**config.mk**
```make
export PLATFORM = sky130hd
export DESIGN_NAME = crc_seq_ctrl_flat
export DESIGN_NICKNAME = d
export VERILOG_FILES = /design/src/rtl/crc_seq_ctrl_if.sv /design/src/rtl/crc_seq_ctrl.sv /design/src/flat_wrapper.sv
export SDC_FILE = /design/constraint.sdc
export NUM_CORES = 1
export LEC_CHECK = 0
export CORE_ASPECT_RATIO = 0.9
export CORE_UTILIZATION = 40
export DETAILED_ROUTE_END_ITERATION = 10
export GPL_TIMING_DRIVEN = 0
export MAX_ROUTING_LAYER = met4
export PLACE_DENSITY = 0.76
export RECOVER_POWER = 25
export SYNTH_ARGS = -nofsm -noshare
export SYNTH_HDL_FRONTEND = slang
export SYNTH_SLANG_ARGS = --single-unit
```
**constraint.sdc**
```tcl
create_clock -name clk -period 2.75 [get_ports clk]
set_input_delay 0.4125 -clock clk [delete_from_list [all_inputs] [get_ports clk]]
set_output_delay 0.4125 -clock clk [all_outputs]
set_load 0.005 [all_outputs]
```
**src/rtl/crc_seq_ctrl_if.sv**
```systemverilog
// rtl/crc_seq_ctrl_if.sv - requester and response bus for crc_seq_ctrl
//
// Purpose: groups the two requester job handshakes and the result handshake.
//   master : the side issuing jobs and consuming results (requesters)
//   slave  : the sequencer (crc_seq_ctrl)
// Signals:
//   reqN_valid/reqN_ready  job handshake for requester N (N=0,1)
//   reqN_data              job word, shifted MSB-first
//   reqN_mode              00 CRC8, 01 CRC16, 10 CRC32, 11 illegal
//   reqN_poly              generator polynomial (implicit top bit)
//   reqN_first/reqN_last   restart CRC / return result after this word
//   rsp_valid/rsp_ready    result handshake
//   rsp_id/rsp_crc/rsp_err requester, result, illegal-mode flag
interface crc_seq_ctrl_if #(
   parameter int DATA_W = 32
);
   logic              req0_valid;
   logic              req0_ready;
   logic [DATA_W-1:0] req0_data;
   logic [1:0]        req0_mode;
   logic [31:0]       req0_poly;
   logic              req0_first;
   logic              req0_last;

   logic              req1_valid;
   logic              req1_ready;
   logic [DATA_W-1:0] req1_data;
   logic [1:0]        req1_mode;
   logic [31:0]       req1_poly;
   logic              req1_first;
   logic              req1_last;

   logic              rsp_valid;
   logic              rsp_ready;
   logic              rsp_id;
   logic [31:0]       rsp_crc;
   logic              rsp_err;

   modport master (
      output req0_valid, req0_data, req0_mode, req0_poly, req0_first, req0_last,
      input  req0_ready,
      output req1_valid, req1_data, req1_mode, req1_poly, req1_first, req1_last,
      input  req1_ready,
      input  rsp_valid, rsp_id, rsp_crc, rsp_err,
      output rsp_ready
   );

   modport slave (
      input  req0_valid, req0_data, req0_mode, req0_poly, req0_first, req0_last,
      output req0_ready,
      input  req1_valid, req1_data, req1_mode, req1_poly, req1_first, req1_last,
      output req1_ready,
      output rsp_valid, rsp_id, rsp_crc, rsp_err,
      input  rsp_ready
   );
endinterface

```
**src/rtl/crc_seq_ctrl.sv**
```systemverilog
// rtl/crc_seq_ctrl.sv - two-requester job sequencer for a bit-serial CRC engine
//
// Purpose: arbitrates jobs from two requesters (round-robin, with a lock that
// keeps a multi-word job on one requester), shifts each job word MSB-first
// into an external serial_crc engine and returns the masked result.
// Ports:
//   clk, rst_n          clock (rising edge), asynchronous active-low reset
//   bus (slave)         requester job handshakes and result handshake
//   crc_data_in         serial data bit to the engine
//   crc_data_valid      engine shift enable
//   crc_init            one-cycle engine restart
//   crc_mode            CRC width select held from the last accepted job
//   crc_polynomial      polynomial held from the last accepted job
//   crc_out             engine remainder
// Configuration macro: CRC_FINAL_XOR_EN - XOR the result with the mode mask.
module crc_seq_ctrl #(
   parameter int DATA_W = 32
) (
   input  logic                 clk,
   input  logic                 rst_n,
   crc_seq_ctrl_if.slave        bus,
   output logic                 crc_data_in,
   output logic                 crc_data_valid,
   output logic                 crc_init,
   output logic [1:0]           crc_mode,
   output logic [31:0]          crc_polynomial,
   input  logic [31:0]          crc_out
);
   localparam int CNT_W = $clog2(DATA_W);
   localparam logic [CNT_W-1:0] CNT_MAX = CNT_W'(DATA_W - 1);

   typedef enum logic [2:0] {
      ST_IDLE,
      ST_INIT,
      ST_SHIFT,
      ST_DRAIN,
      ST_RESP
   } state_t;

   state_t            state_q, state_d;
   logic [CNT_W-1:0]  cnt_q, cnt_d;
   logic [DATA_W-1:0] data_q, data_d;
   logic [1:0]        mode_q, mode_d;
   logic [31:0]       poly_q, poly_d;
   logic              last_q, last_d;
   logic              id_q, id_d;
   logic              lock_q, lock_d;
   logic              rr_q, rr_d;
   logic              started_q, started_d;
   logic [31:0]       res_q, res_d;
   logic              err_q, err_d;

   logic              gnt_vld;
   logic              gnt_id;
   logic              accept;
   logic [DATA_W-1:0] sel_data;
   logic [1:0]        sel_mode;
   logic [31:0]       sel_poly;
   logic              sel_first;
   logic              sel_last;
   logic [31:0]       mask;
   logic [31:0]       res_final;

   function automatic logic [31:0] mode_mask(input logic [1:0] m);
      case (m)
         2'b00:   mode_mask = 32'h0000_00FF;
         2'b01:   mode_mask = 32'h0000_FFFF;
         default: mode_mask = 32'hFFFF_FFFF;
      endcase
   endfunction

   // While locked only the lock owner may be granted; otherwise rr_q names
   // the requester that wins a tie (the one not served last).
   always_comb begin
      gnt_vld = 1'b0;
      gnt_id  = rr_q;
      if (lock_q) begin
         gnt_id  = id_q;
         gnt_vld = id_q ? bus.req1_valid : bus.req0_valid;
      end else if (bus.req0_valid && bus.req1_valid) begin
         gnt_id  = rr_q;
         gnt_vld = 1'b1;
      end else if (bus.req0_valid) begin
         gnt_id  = 1'b0;
         gnt_vld = 1'b1;
      end else if (bus.req1_valid) begin
         gnt_id  = 1'b1;
         gnt_vld = 1'b1;
      end
   end

   // Ready is gated by rst_n so it is low throughout reset even if a
   // requester holds valid.
   assign accept         = rst_n && (state_q == ST_IDLE) && gnt_vld;
   assign bus.req0_ready = accept && !gnt_id;
   assign bus.req1_ready = accept && gnt_id;

   assign sel_data  = gnt_id ? bus.req1_data  : bus.req0_data;
   assign sel_mode  = gnt_id ? bus.req1_mode  : bus.req0_mode;
   assign sel_poly  = gnt_id ? bus.req1_poly  : bus.req0_poly;
   assign sel_first = gnt_id ? bus.req1_first : bus.req0_first;
   assign sel_last  = gnt_id ? bus.req1_last  : bus.req0_last;

   assign mask = mode_mask(mode_q);

`ifdef CRC_FINAL_XOR_EN
   assign res_final = (crc_out & mask) ^ mask;
`else
   assign res_final = crc_out & mask;
`endif

   always_comb begin
      state_d   = state_q;
      cnt_d     = cnt_q;
      data_d    = data_q;
      mode_d    = mode_q;
      poly_d    = poly_q;
      last_d    = last_q;
      id_d      = id_q;
      lock_d    = lock_q;
      rr_d      = rr_q;
      started_d = started_q;
      res_d     = res_q;
      err_d     = err_q;
      case (state_q)
         ST_IDLE: begin
            if (accept) begin
               data_d    = sel_data;
               mode_d    = sel_mode;
               poly_d    = sel_poly;
               last_d    = sel_last;
               id_d      = gnt_id;
               rr_d      = ~gnt_id;
               started_d = 1'b1;
               cnt_d     = '0;
               err_d     = 1'b0;
               if (sel_mode == 2'b11) begin
                  // Illegal mode: no engine activity, report the error.
                  err_d   = 1'b1;
                  res_d   = '0;
                  state_d = ST_RESP;
               end else if (sel_first || !started_q) begin
                  // The engine state is unknown after reset, so the very
                  // first job always restarts it.
                  state_d = ST_INIT;
               end else begin
                  state_d = ST_SHIFT;
               end
            end
         end
         ST_INIT: begin
            state_d = ST_SHIFT;
         end
         ST_SHIFT: begin
            if (cnt_q == CNT_MAX) begin
               state_d = ST_DRAIN;
            end else begin
               cnt_d = cnt_q + 1'b1;
            end
         end
         ST_DRAIN: begin
            // The engine registers the last bit on the final shift edge,
            // so crc_out is complete during this cycle.
            res_d = res_final;
            if (last_q) begin
               state_d = ST_RESP;
            end else begin
               lock_d  = 1'b1;
               state_d = ST_IDLE;
            end
         end
         ST_RESP: begin
            if (bus.rsp_ready) begin
               lock_d  = 1'b0;
               state_d = ST_IDLE;
            end
         end
         default: begin
            state_d = ST_IDLE;
         end
      endcase
   end

   always_ff @(posedge clk or negedge rst_n) begin
      if (!rst_n) begin
         state_q   <= ST_IDLE;
         cnt_q     <= '0;
         data_q    <= '0;
         mode_q    <= '0;
         poly_q    <= '0;
         last_q    <= 1'b0;
         id_q      <= 1'b0;
         lock_q    <= 1'b0;
         rr_q      <= 1'b0;
         started_q <= 1'b0;
         res_q     <= '0;
         err_q     <= 1'b0;
      end else begin
         state_q   <= state_d;
         cnt_q     <= cnt_d;
         data_q    <= data_d;
         mode_q    <= mode_d;
         poly_q    <= poly_d;
         last_q    <= last_d;
         id_q      <= id_d;
         lock_q    <= lock_d;
         rr_q      <= rr_d;
         started_q <= started_d;
         res_q     <= res_d;
         err_q     <= err_d;
      end
   end

   assign crc_init       = (state_q == ST_INIT);
   assign crc_data_valid = (state_q == ST_SHIFT);
   assign crc_data_in    = (state_q == ST_SHIFT) && data_q[CNT_MAX - cnt_q];
   assign crc_mode       = mode_q;
   assign crc_polynomial = poly_q;

   assign bus.rsp_valid  = (state_q == ST_RESP);
   assign bus.rsp_id     = id_q;
   assign bus.rsp_crc    = res_q;
   assign bus.rsp_err    = err_q;
endmodule

```
**src/flat_wrapper.sv**
```systemverilog
// flat-port wrapper written by rule: the top's interface ports become plain ports
module crc_seq_ctrl_flat 
#(
   parameter int DATA_W = 32
)
  (clk, rst_n, crc_data_in, crc_data_valid, crc_init, crc_mode, crc_polynomial, crc_out, bus_req0_valid, bus_req0_data, bus_req0_mode, bus_req0_poly, bus_req0_first, bus_req0_last, bus_req0_ready, bus_req1_valid, bus_req1_data, bus_req1_mode, bus_req1_poly, bus_req1_first, bus_req1_last, bus_req1_ready, bus_rsp_valid, bus_rsp_id, bus_rsp_crc, bus_rsp_err, bus_rsp_ready);
  crc_seq_ctrl_if #(.DATA_W(DATA_W)) bus_i ();
  input  logic clk;
  input  logic rst_n;
  output logic crc_data_in;
  output logic crc_data_valid;
  output logic crc_init;
  output logic [1:0] crc_mode;
  output logic [31:0] crc_polynomial;
  input  logic [31:0] crc_out;
  input wire logic [$bits(bus_i.req0_valid)-1:0] bus_req0_valid;
  input wire logic [$bits(bus_i.req0_data)-1:0] bus_req0_data;
  input wire logic [$bits(bus_i.req0_mode)-1:0] bus_req0_mode;
  input wire logic [$bits(bus_i.req0_poly)-1:0] bus_req0_poly;
  input wire logic [$bits(bus_i.req0_first)-1:0] bus_req0_first;
  input wire logic [$bits(bus_i.req0_last)-1:0] bus_req0_last;
  output wire logic [$bits(bus_i.req0_ready)-1:0] bus_req0_ready;
  input wire logic [$bits(bus_i.req1_valid)-1:0] bus_req1_valid;
  input wire logic [$bits(bus_i.req1_data)-1:0] bus_req1_data;
  input wire logic [$bits(bus_i.req1_mode)-1:0] bus_req1_mode;
  input wire logic [$bits(bus_i.req1_poly)-1:0] bus_req1_poly;
  input wire logic [$bits(bus_i.req1_first)-1:0] bus_req1_first;
  input wire logic [$bits(bus_i.req1_last)-1:0] bus_req1_last;
  output wire logic [$bits(bus_i.req1_ready)-1:0] bus_req1_ready;
  output wire logic [$bits(bus_i.rsp_valid)-1:0] bus_rsp_valid;
  output wire logic [$bits(bus_i.rsp_id)-1:0] bus_rsp_id;
  output wire logic [$bits(bus_i.rsp_crc)-1:0] bus_rsp_crc;
  output wire logic [$bits(bus_i.rsp_err)-1:0] bus_rsp_err;
  input wire logic [$bits(bus_i.rsp_ready)-1:0] bus_rsp_ready;
  assign bus_i.req0_valid = bus_req0_valid;
  assign bus_i.req0_data = bus_req0_data;
  assign bus_i.req0_mode = bus_req0_mode;
  assign bus_i.req0_poly = bus_req0_poly;
  assign bus_i.req0_first = bus_req0_first;
  assign bus_i.req0_last = bus_req0_last;
  assign bus_req0_ready = bus_i.req0_ready;
  assign bus_i.req1_valid = bus_req1_valid;
  assign bus_i.req1_data = bus_req1_data;
  assign bus_i.req1_mode = bus_req1_mode;
  assign bus_i.req1_poly = bus_req1_poly;
  assign bus_i.req1_first = bus_req1_first;
  assign bus_i.req1_last = bus_req1_last;
  assign bus_req1_ready = bus_i.req1_ready;
  assign bus_rsp_valid = bus_i.rsp_valid;
  assign bus_rsp_id = bus_i.rsp_id;
  assign bus_rsp_crc = bus_i.rsp_crc;
  assign bus_rsp_err = bus_i.rsp_err;
  assign bus_i.rsp_ready = bus_rsp_ready;
  crc_seq_ctrl #(.DATA_W(DATA_W)) u_core (.clk(clk), .rst_n(rst_n), .bus(bus_i), .crc_data_in(crc_data_in), .crc_data_valid(crc_data_valid), .crc_init(crc_init), .crc_mode(crc_mode), .crc_polynomial(crc_polynomial), .crc_out(crc_out));
endmodule
```
Yosys cells after proc, flatten, opt, wreduce, memory -nomap -nowiden

Index checks and enable logic that the tools add are counted.

Bitwise gates (word level): 2
Multiply operators: 0
Add/sub/neg operators: 2
Equal/unequal tests: 13
Shifts and indexed selects: 0
Div/mod/pow operators: 0
Reductions and logical operators: 19
Order comparisons: 1
Muxes and demuxes: 34

Operator list:

| kind                                                                 | count |
|---|---|
| 32-bit 2-to-1 mux                                                    | 4 |
| 32-bit one-hot mux with 2 select lines                               | 2 |
| 32-bit AND                                                           | 1 |
| 1-bit 2-to-1 mux                                                     | 15 |
| 3-bit 2-to-1 mux                                                     | 5 |
| 3-bit one-hot mux with 5 select lines                                | 1 |
| 3-bit AND reduction                                                  | 4 |
| 5-bit 2-to-1 mux                                                     | 2 |
| 5-bit one-hot mux with 2 select lines                                | 1 |
| 3-bit by 2-bit == test with 1-bit output, second input constant      | 2 |
| 1-bit logical AND                                                    | 6 |
| 5-bit by 6-bit < comparator with 1-bit output, second input constant | 1 |
| 2-bit by 1-bit != test with 1-bit output, second input constant      | 3 |
| 2-bit != test, second input constant                                 | 3 |
| 2-bit nonzero test                                                   | 3 |
| 5-bit by 1-bit adder with 5-bit output, second input constant        | 1 |
| 1-bit binary-select mux with 5-bit select                            | 1 |
| 5-bit == test, second input constant                                 | 1 |
| 5-bit subtractor, first input constant                               | 1 |
| 2-bit 2-to-1 mux                                                     | 2 |
| 3-bit by 1-bit == test with 1-bit output, second input constant      | 1 |
| 3-bit == test, second input constant                                 | 1 |
| 3-bit logical NOT                                                    | 1 |
| 2-bit by 1-bit == test with 1-bit output, second input constant      | 1 |
| other kinds (7)                                                      | 8 |

ROM bits: 0
Memories kept: 0
Latch bits: 0
Flip-flop bits (word level): 112
Memory bits (writable): 0
Output and inout bits: 74
Input bits: 173
Word-level logic and storage cells: 83

Logic depth before layout (Yosys ltp)

Gate-level depths: netlist of run 1.

Depth after elaboration: 10
Depth in mapped cells: 8

Least setup slack after synthesis of run 1

Ideal clock, no wire load.

Path type: reg-to-output
Start point: reg u_core.cnt_q[0]
End point: out crc_data_in
Slack: 0.570 ns
Arrival time: 1.767 ns
Buffers on the path: 1
Cell stages (with the launch flop): 6
Data required time: 2.338 ns
Path through: dfrtp_1 -> buf_6 -> mux4_1 -> mux2_2 -> or3_1 -> and4_1

Cells in the longest elaborated chain, start to end: 4

RTL lines:

| item                                      | line                | source |
|---|---|---|
| start: declaration                        | crc_seq_ctrl.sv:41  | `logic [CNT_W-1:0] cnt_q, cnt_d;` |
| start signal: assignment                  | crc_seq_ctrl.sv:200 | `cnt_q <= cnt_d;` |
| 5-bit subtractor                          | crc_seq_ctrl.sv:216 | `assign crc_data_in = (state_q == ST_SHIFT) && data_q[CNT_MAX - cnt_q];` |
| 1-bit binary-select mux with 5-bit select | crc_seq_ctrl.sv:216 |  |
| 1-bit 2-to-1 mux (not written as such)    | crc_seq_ctrl.sv:216 |  |
| 1-bit logical AND                         | crc_seq_ctrl.sv:216 |  |
| end: declaration                          | flat_wrapper.sv:10  | `output logic crc_data_in;` |

No other way between the ends. The select of a mux whose other input is x is not followed.

Worst setup path after layout of run 1

Same ends and word-level chain as after synthesis.

==> reports/summary.txt, run 1 <==
Post-synth EDFFs: 0
Area grow syn2layout: 58.9%
DP Area: 7830 um2
Via count: 4837
Fin util: 0.664
Drc violations: 0
Half-perimeter wire length after placement: 11900 um
Yosys reg bits: 112
Relative slew slack: -0.0201
Area contributors post-synth: dfrtp_1 (54%), nand2_1 (8.2%), mux2i_1 (6.8%)
Max FO, Critical Path: 7
Crit-path slowest cell: mux4_2
Synth cell count leaders: dfrtp_1 (112), nand2_1 (112), nor2_1 (45), a31oi_1 (36), mux2i_1 (35)
CP Launch Type: flip-flop
Synthesized area: 5150 um2
Crit path kind: flip-flop to output pin
Xor/xnor cell area share of the yosys netlist: 0.00340
Die Y: 110 um
Clock tree sinks: 112
Worst clock skew: 0.00654 ns
Minimum clock period after layout: 2.71 ns
CTS tree: built
Crit path arrival time: 2.30 ns
Adder-cell share of the synthesized area: 0.00486
Yosys cell types: 42
Fmax: 368 MHz
Max-slew violation total from the final report: 64
Async set or reset register ratio after synthesis: 1.00
Power density cells: 978 nW/um2
Synth warn: 0
I/O Buffers: 246
Total gr overflow: 0
DRT iter0 DRCs: 234
Ys flop type: dfrtp_1
Syn nets: 671
Area share of the largest cell type after synthesis: 0.545
Final setup viols: 0
Setup TNS: 0 ns
WP data required: 2.34 ns
Total Power: 8.00 mW
Max Buffers Root-to-Sink: 2
Nets: 932
Drt total wl: 15600 um
Share of layout cells above drive strength 1: 0.0722
Antenna Cells: 0
Max incr delay on CP: 0.51 ns
Initial antenna violation count: 0
Synth Area per Inst: 10.4 um2
Largest net degree at the start of global routing: 64
CP endpoint kind: output pin
Mapped Cells: 496
First-pass GRT wire length: 24100 um
CTS Buf Count: 9
Compound-Gate Fraction of Synth Area: 0.158
DRT Pass-1 Iters: 5
H-tree depth: 3
Final Cell Area: 8180 um2
Clock transition at path regs: 0.07 ns
Final worst setup slack: 0.0362 ns
Leakage Power: 3.60 nW
Area leader, netlist: dfrtp_1
Largest family of logic cells by synthesized area: compound AO/OA/AOI/OAI gates
Peak supply drop: 0.418 mV
FF+latch area: 2810 um2
Dpl cells: 903
Die W: 122 um
Post-synthesis simple-gate area fraction: 0.138
Fillers: 948
Average routed wire per standard cell: 17.0 um
DP Worst Slack: -0.342 ns
Area of the multi-input gates: 2160 um2
Die area: 13300 um2
HP Class: input port to async pin
Final GP Congestion: 0.815
Final hold vios: 16
Multiplexer area fraction after synthesis: 0.113
Vias in the first global route: 4927
Post-route insts no fill: 922
Core box area: 12300 um2
Sequential share of the synthesized area: 0.545
Clock root buffer: clkbuf_16
Top cell family by delay on the critical path: multiplexers
# Max-Cap Violations: 1
Site Rows: 38
Status: finished with violations
CP cell instances: buf_6, mux4_2, mux2_4, or3_1, and4_1, buf_2
Clock latency on the worst-skew pair: 0.35 ns
Antenna-violating nets left: 0
Final period utilization: 0.987
I/O Pins: 247
Min Hold Slack: -0.0139 ns
Initial core utilization: 0.418
Worst-Margin Slew: 1.53 ns
CP bufs+invs: 2
Gr usage total: 0.245
Violated checks: hold timing, capacitance limit, slew limit
RSZ-0062 raised after global routing: true
Vias/cell: 5.25
Cts hold-fix bufs: 0
[state kept, by name, indices dropped and copies added (netlist names)]
register,cells
u_core.bus.rsp_crc,32
u_core.bus.rsp_err,1
u_core.bus.rsp_id,1
u_core.cnt_q,5
u_core.crc_mode,2
u_core.crc_polynomial,32
u_core.data_q,32
u_core.last_q,1
u_core.lock_q,1
u_core.rr_q,1
u_core.started_q,1
u_core.state_q,3
[cell families (layout without fill, tap and decap cells)]
family | Yosys count | in the layout
XOR/XNOR | 2 | 2
flip-flops | 112 | 112
adder cells (fa/ha/maj) | 2 | 2
buffers and inverters | 40 | 306
AO/OA/AOI/OAI | 119 | 119
AND/OR/NAND/NOR | 176 | 176
multiplexers | 45 | 45
[power by group]
part	internal, mW	switching [mW]	leakage (nW)	total (mW)
Combinational	2.07	1.79	2.07	3.86
Sequential	2.34	0.426	1.38	2.77
Clock	0.782	0.588	0.155	1.37
Total	5.20	2.80	3.60	8.00
[what timing repair did]
item	CTS	global route
buffers inserted	3	2
pin swaps	1	1
endpoints found under the setup margin	3	3
resized for setup	11	11
[per-layer routing]
layer,part of all wire,global-route usage,vias up
li1,-,-,2285
met2,0.49,0.414,209
met4,0.020,0.0811,0
met3,0.072,0.0508,23
met5,0,-,-
met1,0.42,0.292,2320
[cell usage in the layout, fill, tap and decap left out, drive strengths merged, types with 2 or more instances in the layout]
cell type,Yosys,routed
and3,2,2
ha,2,2
mux4,8,8
a22o,32,32
inv,4,4
mux2,2,2
nand2b,2,2
nor3b,2,2
clkbuf,18,29
mux2i,35,35
nand4,2,2
clkinv,0,2
nor2b,3,3
nand2,112,112
dfrtp,112,112
and2,2,2
xor2,2,2
clkdlybuf4s50,0,243
a21oi,7,7
o21ai,32,32
nor2,45,45
a21o,2,2
buf,18,25
a31oi,36,36
[worst paths after layout]
| path | slack [ns] | depth (start not counted) | endpoint | startpoint |
|---|---|---|---|---|
| max reg2reg | 0.53 | 6 | u_core.crc_polynomial[8] | u_core.state_q[0] |
| min in group clk | 0.48 | 2 | u_core.data_q[1] | u_core.data_q[1] |
| min reg2reg | 0.48 | 2 | u_core.data_q[1] | u_core.data_q[1] |
| max in group asynchronous | 0.94 | 2 | u_core.data_q[19] | rst_n |
| max | 0.04 | 6 | crc_data_in | u_core.cnt_q[0] |
| min | -0.01 | 1 | u_core.bus.rsp_crc[20] | rst_n |
[final cells by class]
cell class	instances	area share
Buffer	34	0.0222
Inverter	4	0.00184
Clock inverter	4	0.00627
Multi-Input combinational cell	344	0.264
Clock buffer	12	0.0326
Timing Repair Buffer	252	0.306
Tap cell	160	0.0245
Sequential cell	112	0.343
No activity file was read; power rests on OpenSTA's default activity.
==> inputs of run 2 (changes only) <==
--- a/config.mk
+++ b/config.mk
@@ -5,8 +5,9 @@
 export SDC_FILE = /design/constraint.sdc
 export NUM_CORES = 1
 export LEC_CHECK = 0
-export CORE_ASPECT_RATIO = 0.9
+export CORE_ASPECT_RATIO = 1.4
 export CORE_UTILIZATION = 40
+export CTS_BUF_LIST = sky130_fd_sc_hd__clkbuf_8
 export DETAILED_ROUTE_END_ITERATION = 10
 export GPL_TIMING_DRIVEN = 0
 export MAX_ROUTING_LAYER = met4
==> reports/summary.txt, run 2 (synthesis gave the netlist of run 1 again) <==
Status: finished with violations
Violated checks: DRC, capacitance limit, slew limit
CTS tree: built
CTS Buf Count: 9 (unchanged)
DP Worst Slack: -0.331 ns (+0.0111 ns)
Antenna Cells: 0 (unchanged)
First-pass GRT wire length: 25000 um (+3.3%)
Die area: 13300 um2 (about the same)
Via count: 4878 (+0.85%)
Peak supply drop: 0.426 mV (+1.9%)
WP data required: 2.34 ns (about the same)
CP Launch Type: flip-flop
# Max-Cap Violations: 1 (unchanged)
Antenna-violating nets left: 0 (unchanged)
Share of layout cells above drive strength 1: 0.0758 (+0.00364)
Vias/cell: 5.33 (+1.6%)
I/O Buffers: 246 (unchanged)
Gr usage total: 0.248 (+0.00305)
CP endpoint kind: output pin
Commonest non-fill, non-tap cell in the layout: clkdlybuf4s50_1
Die W: 97.9 um (-19%)
Max Buffers Root-to-Sink: 2 (unchanged)
Clock tree sinks: 112 (unchanged)
Core box area: 12400 um2 (+0.95%)
Dpl cells: 893 (-1.1%)
Most frequent cells in the layout: clkdlybuf4s50_1 (240), nand2_1 (112), dfrtp_1 (110), nor2_1 (43), a31oi_1 (36)
Vias in the first global route: 4986 (+1.2%)
H-tree depth: 3 (unchanged)
Fmax: 371 MHz (+0.77%)
Clock latency on the worst-skew pair: 0.38 ns (+0.03 ns)
Initial antenna violation count: 0 (unchanged)
Nets: 935 (+0.32%)
HP Class: flip-flop to flip-flop
Die Y: 136 um (+24%)
Crit path kind: flip-flop to output pin
Clock transition at path regs: 0.10 ns (+0.03 ns)
RSZ-0062 raised after global routing: true
Average routed wire per standard cell: 17.4 um (+2.7%)
Largest net degree at the start of global routing: 59 (-7.8%)
Half-perimeter wire length after placement: 12300 um (+3.4%)
Leakage Power: 3.56 nW (-0.92%)
Relative slew slack: -0.0592 (-0.0391)
DRT Pass-1 Iters: 8 (+3)
Drc violations: 34 (+34)
Site Rows: 48 (+26%)
Area grow syn2layout: 56.4%
Minimum clock period after layout: 2.69 ns (-0.0207 ns)
Drt total wl: 15900 um (+2.0%)
Power density cells: 936 nW/um2 (-4.3%)
Final worst setup slack: 0.0569 ns (+0.0207 ns)
I/O Pins: 247 (unchanged)
Clock root buffer: clkbuf_8
Final setup viols: 0 (unchanged)
Worst-Margin Slew: 1.59 ns (+0.0586 ns)
DRT iter0 DRCs: 200 (-15%)
Crit path arrival time: 2.28 ns (-0.02 ns)
Final hold vios: 0 (-16)
Final period utilization: 0.979 (-0.00753)
Post-route insts no fill: 915 (-0.76%)
Initial core utilization: 0.414 (-0.00395)
Total gr overflow: 0 (unchanged)
Max-slew violation total from the final report: 30 (-53%)
FF-to-FF setup slack: 0.58 ns (+0.05 ns)
Final GP Congestion: 0.801 (-1.7%)
Worst clock skew: 0.0156 ns (+0.00908 ns)
Max FO, Critical Path: 7 (unchanged)
==> run 2: changes by cell type in the layout (fill, tap and decap cells not counted), sizes merged <==
| cell | delta |
|---|---|
| clkbuf | -1 |
| inv | +2 |
| bufinv | -1 |
| buf | +1 |
| clkdlybuf4s50 | -3 |
| clkinv | +2 |
| dlymetal6s2s | +3 |
==> run 2: final cells by class <==
type                    count  area, um2
fillers                  1041       4380
plain buffers              34        179
multi-input cells         344       2170
clock inverters             7       56.3
repair buffers            255       2510
clock buffers               9        124
well taps                 150        188
inverters                   4       15.0
flip-flops and latches    112       2810
==> run 2: worst paths after layout <==
kind	start	to	cells past startpoint
hold reg to reg	u_core.data_q[3]	u_core.data_q[3]	2
hold / removal	u_core.data_q[3]	u_core.data_q[3]	2
setup / recovery	u_core.cnt_q[0]	crc_data_in	7
min in group asynchronous	rst_n	u_core.bus.rsp_crc[31]	2
max in group asynchronous	rst_n	u_core.last_q	2
setup reg to reg	u_core.cnt_q[0]	u_core.cnt_q[3]	9
==> run 2: where the power goes <==
group | switching (mW) | internal (mW)
sequential | 0.424 | 2.34
combinational | 1.78 | 2.08
clock | 0.579 | 0.340
total | 2.78 | 4.76
==> run 2: stage by stage <==
stage	hold WS [ns]	setup TNS, ns	cell area (um2)	util	total power, mW
4_1_cts	0.00245	-0.0644	8080	0.650	7.57
3_3_place_gp	0.453	-725.22	7800	0.627	6.40
2_1_floorplan	0.117	0	5150	-	4.74
3_5_place_dp	0.462	-0.810	7820	0.629	6.57
5_1_grt	0.515	-0.0204	8050	0.647	8.09
6_report	0.480	0	8050	0.647	7.54
==> run 2: critical path: stages (launching register included) <==
cell and delay, ns:
dfrtp_1 0.38, buf_6 0.15, buf_4 0.14, mux4_1 0.55, mux2i_1 0.24, nand3_1 0.11
and4_1 0.22, buf_2 0.13
==> run 2: routing by layer <==
layer | GRT usage | routed length [um]
met5 | - | 0
met2 | 0.420 | 8190
met3 | 0.0550 | 1100
met1 | 0.277 | 5940
met4 | 0.120 | 700
==> run 2: repair_timing <==
item / CTS / global route
hold buffers: 2 / 0
buffers inserted: 5 / 1
pin swaps: 1 / 1
resized for setup: 14 / 12
hold endpoints to repair: 29 / 0
setup endpoints to repair: 3 / 2
==> inputs of run 3 (changes only) <==
--- a/config.mk
+++ b/config.mk
@@ -6,6 +6,7 @@
 export NUM_CORES = 1
 export LEC_CHECK = 0
 export CORE_ASPECT_RATIO = 1.4
+export CORE_MARGIN = 2
 export CORE_UTILIZATION = 40
 export CTS_BUF_LIST = sky130_fd_sc_hd__clkbuf_8
 export DETAILED_ROUTE_END_ITERATION = 10
==> reports/summary.txt, run 3 (synthesis gave the netlist of run 1 again) <==
Fmax: 360 MHz (-3.1%)
Antenna Cells: 0 (unchanged)
Total gr overflow: 0 (unchanged)
Crit path kind: flip-flop to output pin
Antenna-violating nets left: 0 (unchanged)
DRT iter0 DRCs: 175 (-13%)
Commonest non-fill, non-tap cell in the layout: clkdlybuf4s50_1
Final worst setup slack: -0.0284 ns (-0.0853 ns)
Worst hold path startpoint: u_core.data_q[16]
Worst-Margin Slew: 1.71 ns (+0.119 ns)
Crit-path slowest cell: mux4_2
Drc violations: 0 (-100%)
WP data required: 2.34 ns (about the same)
Initial antenna violation count: 0 (unchanged)
CP Launch Type: flip-flop
Site Rows: 49 (+2.1%)
Relative slew slack: -0.138 (-0.0793)
Final hold vios: 0 (unchanged)
Reg2reg path depth: 6 (-3)
RR Startpoint: u_core.state_q[0]
H-tree depth: 3 (unchanged)
CTS Buf Count: 9 (unchanged)
FF-to-FF setup slack: 0.59 ns (about the same)
Final Cell Area: 8070 um2 (+0.23%)
Max-slew violation total from the final report: 61 (+100%)
Dpl cells: 896 (+0.34%)
Post-route insts no fill: 917 (+0.22%)
CP cell instances: buf_6, mux4_2, mux2_2, or3_1, and4_1, buf_2
Die area: 13800 um2 (+3.5%)
Gr usage total: 0.244 (-0.00323)
First-pass GRT wire length: 25700 um (+3.2%)
Leakage Power: 3.55 nW (-0.51%)
Clock tree sinks: 112 (unchanged)
Clock latency on the worst-skew pair: 0.38 ns (about the same)
CTS tree: built
RSZ-0062 raised after global routing: true
Power density cells: 938 nW/um2 (+0.17%)
CP endpoint kind: output pin
Initial core utilization: 0.406 (-0.00845)
Peak supply drop: 0.372 mV (-13%)
Most frequent cells in the layout: clkdlybuf4s50_1 (243), nand2_1 (112), dfrtp_1 (109), nor2_1 (42), a31oi_1 (36)
Core box area: 12700 um2 (+2.1%)
Area grow syn2layout: 56.8%
Vias/cell: 5.22 (-2.1%)
Status: finished with violations
DP Area: 7830 um2 (about the same)
Violated checks: capacitance limit, slew limit, setup timing
DP Worst Slack: -0.569 ns (-0.238 ns)
Die W: 99.9 um (+2.0%)
Worst clock skew: 0.0136 ns (-0.00199 ns)
Drt total wl: 16300 um (+2.3%)
Final period utilization: 1.01 (+0.0310)
Vias in the first global route: 5086 (+2.0%)
Total Power: 7.57 mW (+0.40%)
I/O Buffers: 246 (unchanged)
Half-perimeter wire length after placement: 12300 um (-0.24%)
Max Buffers Root-to-Sink: 2 (unchanged)
Minimum clock period after layout: 2.78 ns (+0.0853 ns)
# Max-Cap Violations: 2 (+1)
Final GP Congestion: 0.862 (+7.6%)
HP Class: flip-flop to flip-flop
Final setup viols: 1 (+1)
Min Hold Slack: 0.488 ns (+0.00842 ns)
Clock root buffer: clkbuf_8
R2R Path End: u_core.crc_polynomial[16]
Average routed wire per standard cell: 17.8 um (+2.1%)
Hold depth: 2 (unchanged)
Hold Path End: u_core.data_q[16]
Largest net degree at the start of global routing: 54 (-8.5%)
Max FO, Critical Path: 7 (unchanged)
DRT Pass-1 Iters: 5 (-3)
Via count: 4784 (-1.9%)
Crit path arrival time: 2.37 ns (+0.09 ns)
Share of layout cells above drive strength 1: 0.0759 (+0.0000992)
Die Y: 138 um (+1.5%)
Clock transition at path regs: 0.10 ns (about the same)
Nets: 934 (-0.11%)
Max incr delay on CP: 0.51 ns (-0.04 ns)
I/O Pins: 247 (unchanged)
## run 3: stage by stage
| step | TNS (ns) | utilization |
|---|---|---|
| 2_1_floorplan | 0 | - |
| 3_3_place_gp | -725.87 | 0.615 |
| 3_5_place_dp | -12.82 | 0.617 |
| 4_1_cts | -0.0232 | 0.640 |
| 5_1_grt | -0.0504 | 0.636 |
| 6_report | -0.0284 | 0.636 |
## run 3: final cells by class
type	count	area, um2
Sequential cell	112	2810
Inverter	4	15.0
Timing Repair Buffer	255	2530
Tap cell	153	191
Buffer	33	174
Clock inverter	6	41.3
Fill cell	1081	4620
Clock buffer	10	138
Multi-Input combinational cell	344	2170
## run 3: critical path, delay by kind of cell, from the launching register on
family                 cells  cell delay (ns)
multiplexers               2             0.78
AND/OR/NAND/NOR            2             0.51
buffers and inverters      2             0.29
flip-flops                 1             0.40
## run 3: how the worst max path moves through the flow
stage | start | endpoint | slack (ns) | depth (start not counted)
floorplan | u_core.cnt_q[0] | crc_data_in | 0.57 | 5
global route | u_core.cnt_q[0] | crc_data_in | -0.05 | 7
finish | u_core.cnt_q[0] | crc_data_in | -0.03 | 6
CTS | u_core.cnt_q[0] | crc_data_in | -0.02 | 7
global placement | rst_n | bus_req0_ready | -4.13 | 7
detailed placement | rst_n | bus_req0_ready | -0.57 | 8
## run 3: layer usage
layer  global-route usage  wire (um)
met5                    -          0
met4               0.0930        538
met3               0.0511       1050
met2                0.424       8490
met1                0.274       6230
## run 3: power by group
part | leakage [nW] | internal (mW) | switching [mW]
registers | 1.38 | 2.34 | 0.439
logic | 2.07 | 2.09 | 1.77
clock network | 0.0968 | 0.359 | 0.574
total | 3.55 | 4.78 | 2.79
## run 3: repair_timing
action	CTS	global route
buffers inserted	4	1
endpoints found under the hold margin	53	0
endpoints found under the setup margin	3	2
gates resized for setup	17	11
pin swaps	2	2
gates cloned	1	0
hold buffers	2	0
